[config.mk]
export PLATFORM = sky130hd
export DESIGN_NAME = uart_tx_fifo
export DESIGN_NICKNAME = d
export VERILOG_FILES = /design/src/rtl/uart_tx_fifo.sv
export SDC_FILE = /design/constraint.sdc
export NUM_CORES = 1
export LEC_CHECK = 0
export ABC_AREA = 1
export CORE_MARGIN = 10
export CORE_UTILIZATION = 55
export CTS_BUF_LIST = sky130_fd_sc_hd__clkbuf_16
export DETAILED_ROUTE_END_ITERATION = 10
export PLACE_DENSITY = 0.72
export SLEW_MARGIN = 20
export SYNTH_ARGS = -nofsm -noshare
export SYNTH_HDL_FRONTEND = slang
export SYNTH_SLANG_ARGS = --single-unit
[constraint.sdc]
create_clock -name clk -period 8.41 [get_ports clk]
set_input_delay 2.1025 -clock clk [delete_from_list [all_inputs] [get_ports clk]]
set_output_delay 2.1025 -clock clk [all_outputs]
set_load 0.05 [all_outputs]
[src/rtl/uart_tx_fifo.sv]
// UART transmitter with a transmit FIFO and built-in baud generator.
// Word length, parity, stop bits and divisor are sampled from the pins at the moment a word is popped.
module uart_tx_fifo #(
    parameter int DATA_WIDTH = 16,
    parameter int FIFO_DEPTH = 16,
    parameter int DIV_WIDTH  = 16
) (
    input  logic                          clk,
    input  logic                          rst,
    input  logic                          en,
    input  logic [DIV_WIDTH-1:0]          clk_div,
    input  logic [4:0]                    bits_per_word,
    input  logic [1:0]                    parity_mode,
    input  logic                          two_stop,
    input  logic [DATA_WIDTH-1:0]         wr_data,
    input  logic                          wr_en,
    input  logic                          ovf_clr,
    output logic                          full,
    output logic                          empty,
    output logic [$clog2(FIFO_DEPTH):0]   level,
    output logic                          overflow,
    output logic                          busy,
    output logic                          tx_done,
    output logic                          tx
);

    localparam int PW = $clog2(FIFO_DEPTH);
    localparam int LW = PW + 1;
    localparam int NW = $clog2(DATA_WIDTH + 1);

    typedef enum logic [2:0] {IDLE, START, DATA, PARITY, STOP} state_t;

    typedef struct packed {
        logic [DIV_WIDTH-1:0] div;
        logic [NW-1:0]        n;
        logic [1:0]           pmode;
        logic                 two;
        logic                 par;
    } cfg_t;

    // ---------------- FIFO ----------------
    logic [DATA_WIDTH-1:0] mem [FIFO_DEPTH];
    logic [PW-1:0]         wr_ptr, rd_ptr;
    logic [LW-1:0]         count, count_n;
    logic                  full_r, empty_r, ovf_r;
    logic                  pop, push;
    logic [DATA_WIDTH-1:0] head;

    state_t state, state_n;

    assign head = mem[rd_ptr];
    assign pop  = (state == IDLE) && en && (count != '0);
    // A pop in the same cycle frees the slot, so a write while full still lands.
    assign push = wr_en && ((count != LW'(FIFO_DEPTH)) || pop);
    assign count_n = count + LW'(push) - LW'(pop);

    always_ff @(posedge clk) begin
        if (push)
            mem[wr_ptr] <= wr_data;
    end

    always_ff @(posedge clk or posedge rst) begin
        if (rst) begin
            wr_ptr  <= '0;
            rd_ptr  <= '0;
            count   <= '0;
            full_r  <= 1'b0;
            empty_r <= 1'b1;
            ovf_r   <= 1'b0;
        end else begin
            if (push)
                wr_ptr <= wr_ptr + PW'(1);
            if (pop)
                rd_ptr <= rd_ptr + PW'(1);
            count   <= count_n;
            full_r  <= (count_n == LW'(FIFO_DEPTH));
            empty_r <= (count_n == '0);
            if (wr_en && !push)
                ovf_r <= 1'b1;
            else if (ovf_clr)
                ovf_r <= 1'b0;
        end
    end

    assign full     = full_r;
    assign empty    = empty_r;
    assign level    = count;
    assign overflow = ovf_r;

    // ---------------- configuration capture ----------------
    logic [NW-1:0]         n_sel;
    logic [DATA_WIDTH-1:0] masked;
    logic                  par_sel;

    always_comb begin
        if (bits_per_word == 5'd0 || int'(bits_per_word) > DATA_WIDTH)
            n_sel = NW'(DATA_WIDTH);
        else
            n_sel = NW'(bits_per_word);
        masked = '0;
        for (int i = 0; i < DATA_WIDTH; i++)
            masked[i] = head[i] & (i < int'(n_sel));
        case (parity_mode)
            2'b01:   par_sel = ~(^masked);
            2'b10:   par_sel = ^masked;
            2'b11:   par_sel = 1'b1;
            default: par_sel = 1'b0;
        endcase
    end

    // ---------------- transmit FSM ----------------
    logic [DIV_WIDTH-1:0]  baud_cnt, baud_n;
    logic [NW-1:0]         bit_cnt, bit_n;
    logic [DATA_WIDTH-1:0] shreg, sh_n;
    cfg_t                  cfg, cfg_n;
    logic                  bit_end, done, tx_c;

    assign bit_end = (baud_cnt == cfg.div);

    always_ff @(posedge clk or posedge rst) begin
        if (rst) begin
            state    <= IDLE;
            baud_cnt <= '0;
            bit_cnt  <= '0;
            shreg    <= '0;
            cfg      <= '0;
        end else begin
            state    <= state_n;
            baud_cnt <= baud_n;
            bit_cnt  <= bit_n;
            shreg    <= sh_n;
            cfg      <= cfg_n;
        end
    end

    always_comb begin
        state_n = state;
        baud_n  = bit_end ? '0 : baud_cnt + DIV_WIDTH'(1);
        bit_n   = bit_cnt;
        sh_n    = shreg;
        cfg_n   = cfg;
        done    = 1'b0;
        tx_c    = 1'b1;
        case (state)
            IDLE: begin
                baud_n = '0;
                bit_n  = '0;
                if (pop) begin
                    state_n = START;
                    sh_n    = head;
                    cfg_n   = '{div: clk_div, n: n_sel, pmode: parity_mode,
                                two: two_stop, par: par_sel};
                end
            end
            START: begin
                tx_c = 1'b0;
                if (bit_end)
                    state_n = DATA;
            end
            DATA: begin
                tx_c = shreg[0];
                if (bit_end) begin
                    sh_n = shreg >> 1;
                    if (bit_cnt == cfg.n - NW'(1)) begin
                        bit_n   = '0;
                        state_n = (cfg.pmode != 2'b00) ? PARITY : STOP;
                    end else begin
                        bit_n = bit_cnt + NW'(1);
                    end
                end
            end
            PARITY: begin
                tx_c = cfg.par;
                if (bit_end)
                    state_n = STOP;
            end
            STOP: begin
                // bit_cnt tracks which stop bit is on the line
                if (bit_end) begin
                    if (cfg.two && bit_cnt == '0) begin
                        bit_n = NW'(1);
                    end else begin
                        state_n = IDLE;
                        done    = 1'b1;
                    end
                end
            end
            default: state_n = IDLE;
        endcase
    end

    assign busy    = (state != IDLE);
    assign tx_done = done;
    assign tx      = tx_c;

endmodule

# Yosys cells after proc, flatten, opt, wreduce, memory -nomap -nowiden
# Memories as Yosys holds them, arrays and structs flattened.
# Cells that the tools add are included.
[classes] bitwise_logic=17 n_reduce_logical=23 muxes=29 n_addsub=7 n_eq_ne=19 n_lt_le_gt_ge=17
[ops] operator="16-bit two-way mux" n=4
[ops] operator="4-bit by 5-bit < comparator with 1-bit output, first input constant" n=8
[ops] operator="16-bit case mux with 2 select lines" n=1
[ops] operator="5-bit two-way mux" n=5
[ops] operator="3-bit two-way mux" n=8
[ops] operator="3-bit by 5-bit < comparator with 1-bit output, first input constant" n=4
[ops] operator="16-bit by 1-bit adder with 16-bit output, second input constant" n=1
[ops] operator="1-bit bitwise AND" n=16
[ops] operator="16-bit equality test" n=1
[ops] operator="2-bit != test, second input constant" n=8
[ops] operator="16-bit parity" n=1
[ops] operator="5-bit zero test" n=3
[ops] operator="3-bit case mux with 5 select lines" n=1
[ops] operator="5-bit case mux with 3 select lines" n=1
[ops] operator="1-bit by 5-bit < comparator with 1-bit output, first input constant" n=2
[ops] operator="2-bit by 5-bit < comparator with 1-bit output, first input constant" n=2
[ops] operator="4-bit by 1-bit adder with 4-bit output, second input constant" n=2
[ops] operator="1-bit two-way mux" n=7
[ops] operator="7-bit AND reduction" n=1
[ops] operator="3-bit by 2-bit equality test with 1-bit output, second input constant" n=2
[ops] operator="1-bit case mux with 3 select lines" n=2
[ops] operator="2-bit nonzero test" n=3
[ops] operator="3-bit nonzero test" n=2
[ops] operator="5-bit by 1-bit adder with 5-bit output" n=1
[ops] operator="other kinds (20)" n=26
[totals] mem_bits_rw=256 inputBits=45 register_bits=81 n_memories=1 elab_cells=128
[mem_list] memory="mem" words=16 width=16 read_ports=1 rd_ports_with_merged_regs=0 wr=1 line_no="42" source="logic [DATA_WIDTH-1:0] mem [FIFO_DEPTH];"

# Longest topological paths before layout
[logic_depth] word_depth=8 mapped_depth=21 ltp_nobuf=21

# Worst setup path after synthesis
# OpenSTA, ideal clock, no wires.
[synth_path] path_kind="register to output" start="reg baud_cnt[8]" end="out tx_done" t_arrival_ps=2159 setup_slack_ps=4148 stages_incl_launch_ff=6 cell_sequence="dfrtp_1 -> xnor2_1 -> nand4_1 -> nor4_2 -> inv_1 -> nor3_1"
[synth_between] elab_chain_cells=3
[synth_rtl] item="start: declaration" line_no="112" source="logic [DIV_WIDTH-1:0] baud_cnt, baud_n;"
[synth_rtl] item="start signal: assignment" line_no="129" source="baud_cnt <= baud_n;"
[synth_rtl] item="16-bit equality test" line_no="118" source="assign bit_end = (baud_cnt == cfg.div);"
[synth_rtl] item="1-bit two-way mux" line_no="179" source="if (bit_end) begin"
[synth_rtl] item="1-bit two-way mux" line_no="144" source="case (state)"
[synth_rtl] item="end: declaration" line_no="23" source="output logic tx_done,"
# No other way between the ends.

# Worst setup path after layout
[layout_path] start="reg baud_cnt[2]" end="out tx_done"
# Same word-level chain as after synthesis.

==> reports/qor.txt <==
status: completed
total detailed-routing wirelength: 37.0 mm
sink count of the clock tree: 337
count of synthesis-stage warnings from yosys: 0
Core ar.: 27100 um^2
clock tree from TritonCTS: yes
setup slack after layout: 3.39 ns
Skew-Pair Late Insertion Delay: 0.52 ns
combinational group share of total power: 0.391
Critical Path Start Type: register
effective utilization at floorplan: 0.563
cell at the root of the clock tree: sky130_fd_sc_hd__clkbuf_16
Async SR Flop Fraction: 0.240
number of routed nets with antenna violations: 0
gate count after technology mapping: 1530
total area of sequential cells: 9720 um^2
part of the power in registers: 0.365
area of combinational cells with multiple inputs: 4600 um^2
internal power: 3.69 mW
Placed Instances: 1902
static leakage: 7.03 nW
average detailed-routed wire length per instance: 18.8 um
number of vias per cell after detailed routing: 5.52
Total Routing Usage GR: 0.207
syn_nets: 1591
top cells by area, synth: sky130_fd_sc_hd__edfxtp_1 50%, sky130_fd_sc_hd__dfrtp_1 13%, sky130_fd_sc_hd__nand2_1 12%, sky130_fd_sc_hd__nand3_1 7.0%, sky130_fd_sc_hd__inv_1 3.4%
share of the yosys chip area belonging to registers: 0.637
number of violations of the max-capacitance limit: 0
CTS Buf Count: 36
worst slack at placement: 2.99 ns
drt first pass iters: 5
number of placed I/O pins: 56
fraction of final layout cells with drive strength greater than 1: 0.0576
switching pwr: 2.56 mW
post-layout minimum cycle time: 5.02 ns
Finished Core Util: 0.631
flip-flop and latch count after synthesis: 337
number of setup buffers added after CTS: 0
part of the total power dissipated in the clock network: 0.244
vias in the first global route: 10200
number of standard cells in the layout, taps in and fillers out: 1968
Primary FF master, synth: sky130_fd_sc_hd__edfxtp_1
aggregate global routing overflow: 0
top cells by count, synth: 488 x sky130_fd_sc_hd__nand2_1, 256 x sky130_fd_sc_hd__edfxtp_1, 214 x sky130_fd_sc_hd__nand3_1
Rows: 60
category of the most critical setup path: reg2out
number of fill cells in the layout: 2140
area of the die: 34800 um^2
number of buffers inserted for hold repair after clock tree synthesis: 0
Port Buffers: 55
Hold Crit Class: reg2reg
aggregate negative setup slack: 0 ns
Detailed Place HPWL: 22.9 mm
diodes inserted: 0
final weighted congestion of routability-driven global placement: 0.908
Max Fclk: 0.199 GHz
Relative slew margins: 0.291
largest vdd supply drop: 0.000193 V
antenna violations before repair: 0
Pins Over Slew Limit: 0
average instance area after synthesis: 9.97 um^2
most numerous cell in the Yosys netlist: sky130_fd_sc_hd__nand2_1
pin count of the biggest net entering global routing: 98
area of the mapped netlist: 15300 um^2
Power Density: 365 nW/um^2
DRC: 0
CTS-repair resized insts: 0
post-synthesis to final-layout area growth: 12.0%
endpoints failing setup: 0
critical path endpoint category: output port
Cell variety after synth: 41
H-tree depth reported by CTS: 2
register clock-pin slew on the reported worst setup and hold paths: 0.06 ns
Period Utilization, post-route: 0.597
skew final: 0.0220 ns
area share of the largest cell type after synthesis: 0.504
cell taking the most area after synthesis: sky130_fd_sc_hd__edfxtp_1
final hold viol count: 0
via total after detailed routing: 10900
number of enable-type register cells in the synthesized netlist: 256
Die Wd: 187 um
deepest clock path buffer count: 3
transition at the pin with the smallest max-transition slack: 1.06 ns
total power of the final layout: 6.24 mW
switching fraction of total power: 0.410
Starting DRT DRC Count: 1241
maximum fanout along the worst path: 4
first-pass GRT wire length: 57.2 mm
final net count: 1629
arrival time of data at the critical path endpoint: 2.92 ns
CP Data Required Time: 6.31 ns
Die H: 187 um
RSZ-0062 raised after global routing: no
[power groups by stage]
| stage | Sequential [mW] | Clock (mW) | Combinational (mW) |
|---|---|---|---|
| after detailed placement | 2.30 | 0 | 2.39 |
| after global routing | 2.31 | 1.61 | 2.72 |
| after floorplan | 2.28 | 0 | 1.79 |
| after CTS | 2.28 | 1.54 | 2.42 |
| after global placement | 2.30 | 0 | 2.33 |
| final | 2.28 | 1.52 | 2.44 |
[placed cells by master, fill, tap and decap left out, drive strengths merged, types with 3 or more instances in the layout]
cell type / Yosys / final
nand2: 488 / 488
edfxtp: 256 / 256
nand3: 215 / 215
inv: 144 / 155
nor2: 92 / 92
dfrtp: 80 / 80
o21ai: 67 / 67
clkdlybuf4s50: 0 / 55
clkbuf: 15 / 38
a21oi: 25 / 25
xor2: 19 / 19
xnor2: 17 / 17
ha: 15 / 15
clkinv: 1 / 15
nor3: 14 / 14
nand4: 8 / 8
buf: 47 / 7
or2: 5 / 5
o211ai: 4 / 4
nor3b: 3 / 3
[flip-flops by register name, indices dropped and copies added (netlist names)]
name and count:
baud_cnt 16, bit_cnt 5, cfg 25, empty 1, full 1, level 5, mem 256, overflow 1
rd_ptr 4, shreg 16, state 3, wr_ptr 4
[through the flow]
stage	hold WS (ns)	instance area [um^2]
after floorplan	0.448	15300
after global placement	0.462	15900
after detailed placement	0.468	15900
after CTS	0.483	17100
after global routing	0.501	17100
final	0.484	17100
[critical path: stages, from the launching register on]
cell and delay, ns:
sky130_fd_sc_hd__dfrtp_1 0.43, sky130_fd_sc_hd__xor2_1 0.18, sky130_fd_sc_hd__nor2_1 0.15, sky130_fd_sc_hd__nand4_1 0.15, sky130_fd_sc_hd__nor4_2 0.28, sky130_fd_sc_hd__inv_1 0.14, sky130_fd_sc_hd__nor3_1 0.20, sky130_fd_sc_hd__clkdlybuf4s50_1 0.86
[final timing paths]
kind	cells after the start	startpoint	end	slack, ns
max	7	baud_cnt[2]	tx_done	3.39
min reg2reg	2	cfg[0]	cfg[0]	0.48
min	2	cfg[0]	cfg[0]	0.48
min in group asynchronous	3	rst	level[4]	2.10
max in group asynchronous	3	rst	rd_ptr[0]	5.73
max reg2reg	20	rd_ptr[0]	cfg[0]	4.56
[metal layers]
metal  GRT usage  vias up  part of all wire
li1            -     5170                 -
met2       0.343      438              0.48
met5           0        -                 0
met3      0.0352       77             0.078
met1       0.270     5184              0.41
met4      0.0698        0             0.030
[logic make-up (layout without fill, tap and decap cells)]
family,count (synthesis),after routing,share of synthesized area
adder cells (fa/ha/maj),16,16,0.0136
buffers and inverters,207,273,0.0638
flip-flops,337,337,0.637
AND/OR/NAND/NOR,830,830,0.229
XOR/XNOR,36,36,0.0207
AO/OA/AOI/OAI,104,104,0.0361
[final cells by class]
type / instances / share of cell area
flip-flops and latches: 337 / 0.569
multi-input cells: 986 / 0.269
clock buffers: 38 / 0.0556
repair buffers: 62 / 0.0355
inverters: 145 / 0.0320
well taps: 372 / 0.0272
clock inverters: 28 / 0.0113
Note: power is estimated with default switching activity, not from simulation.
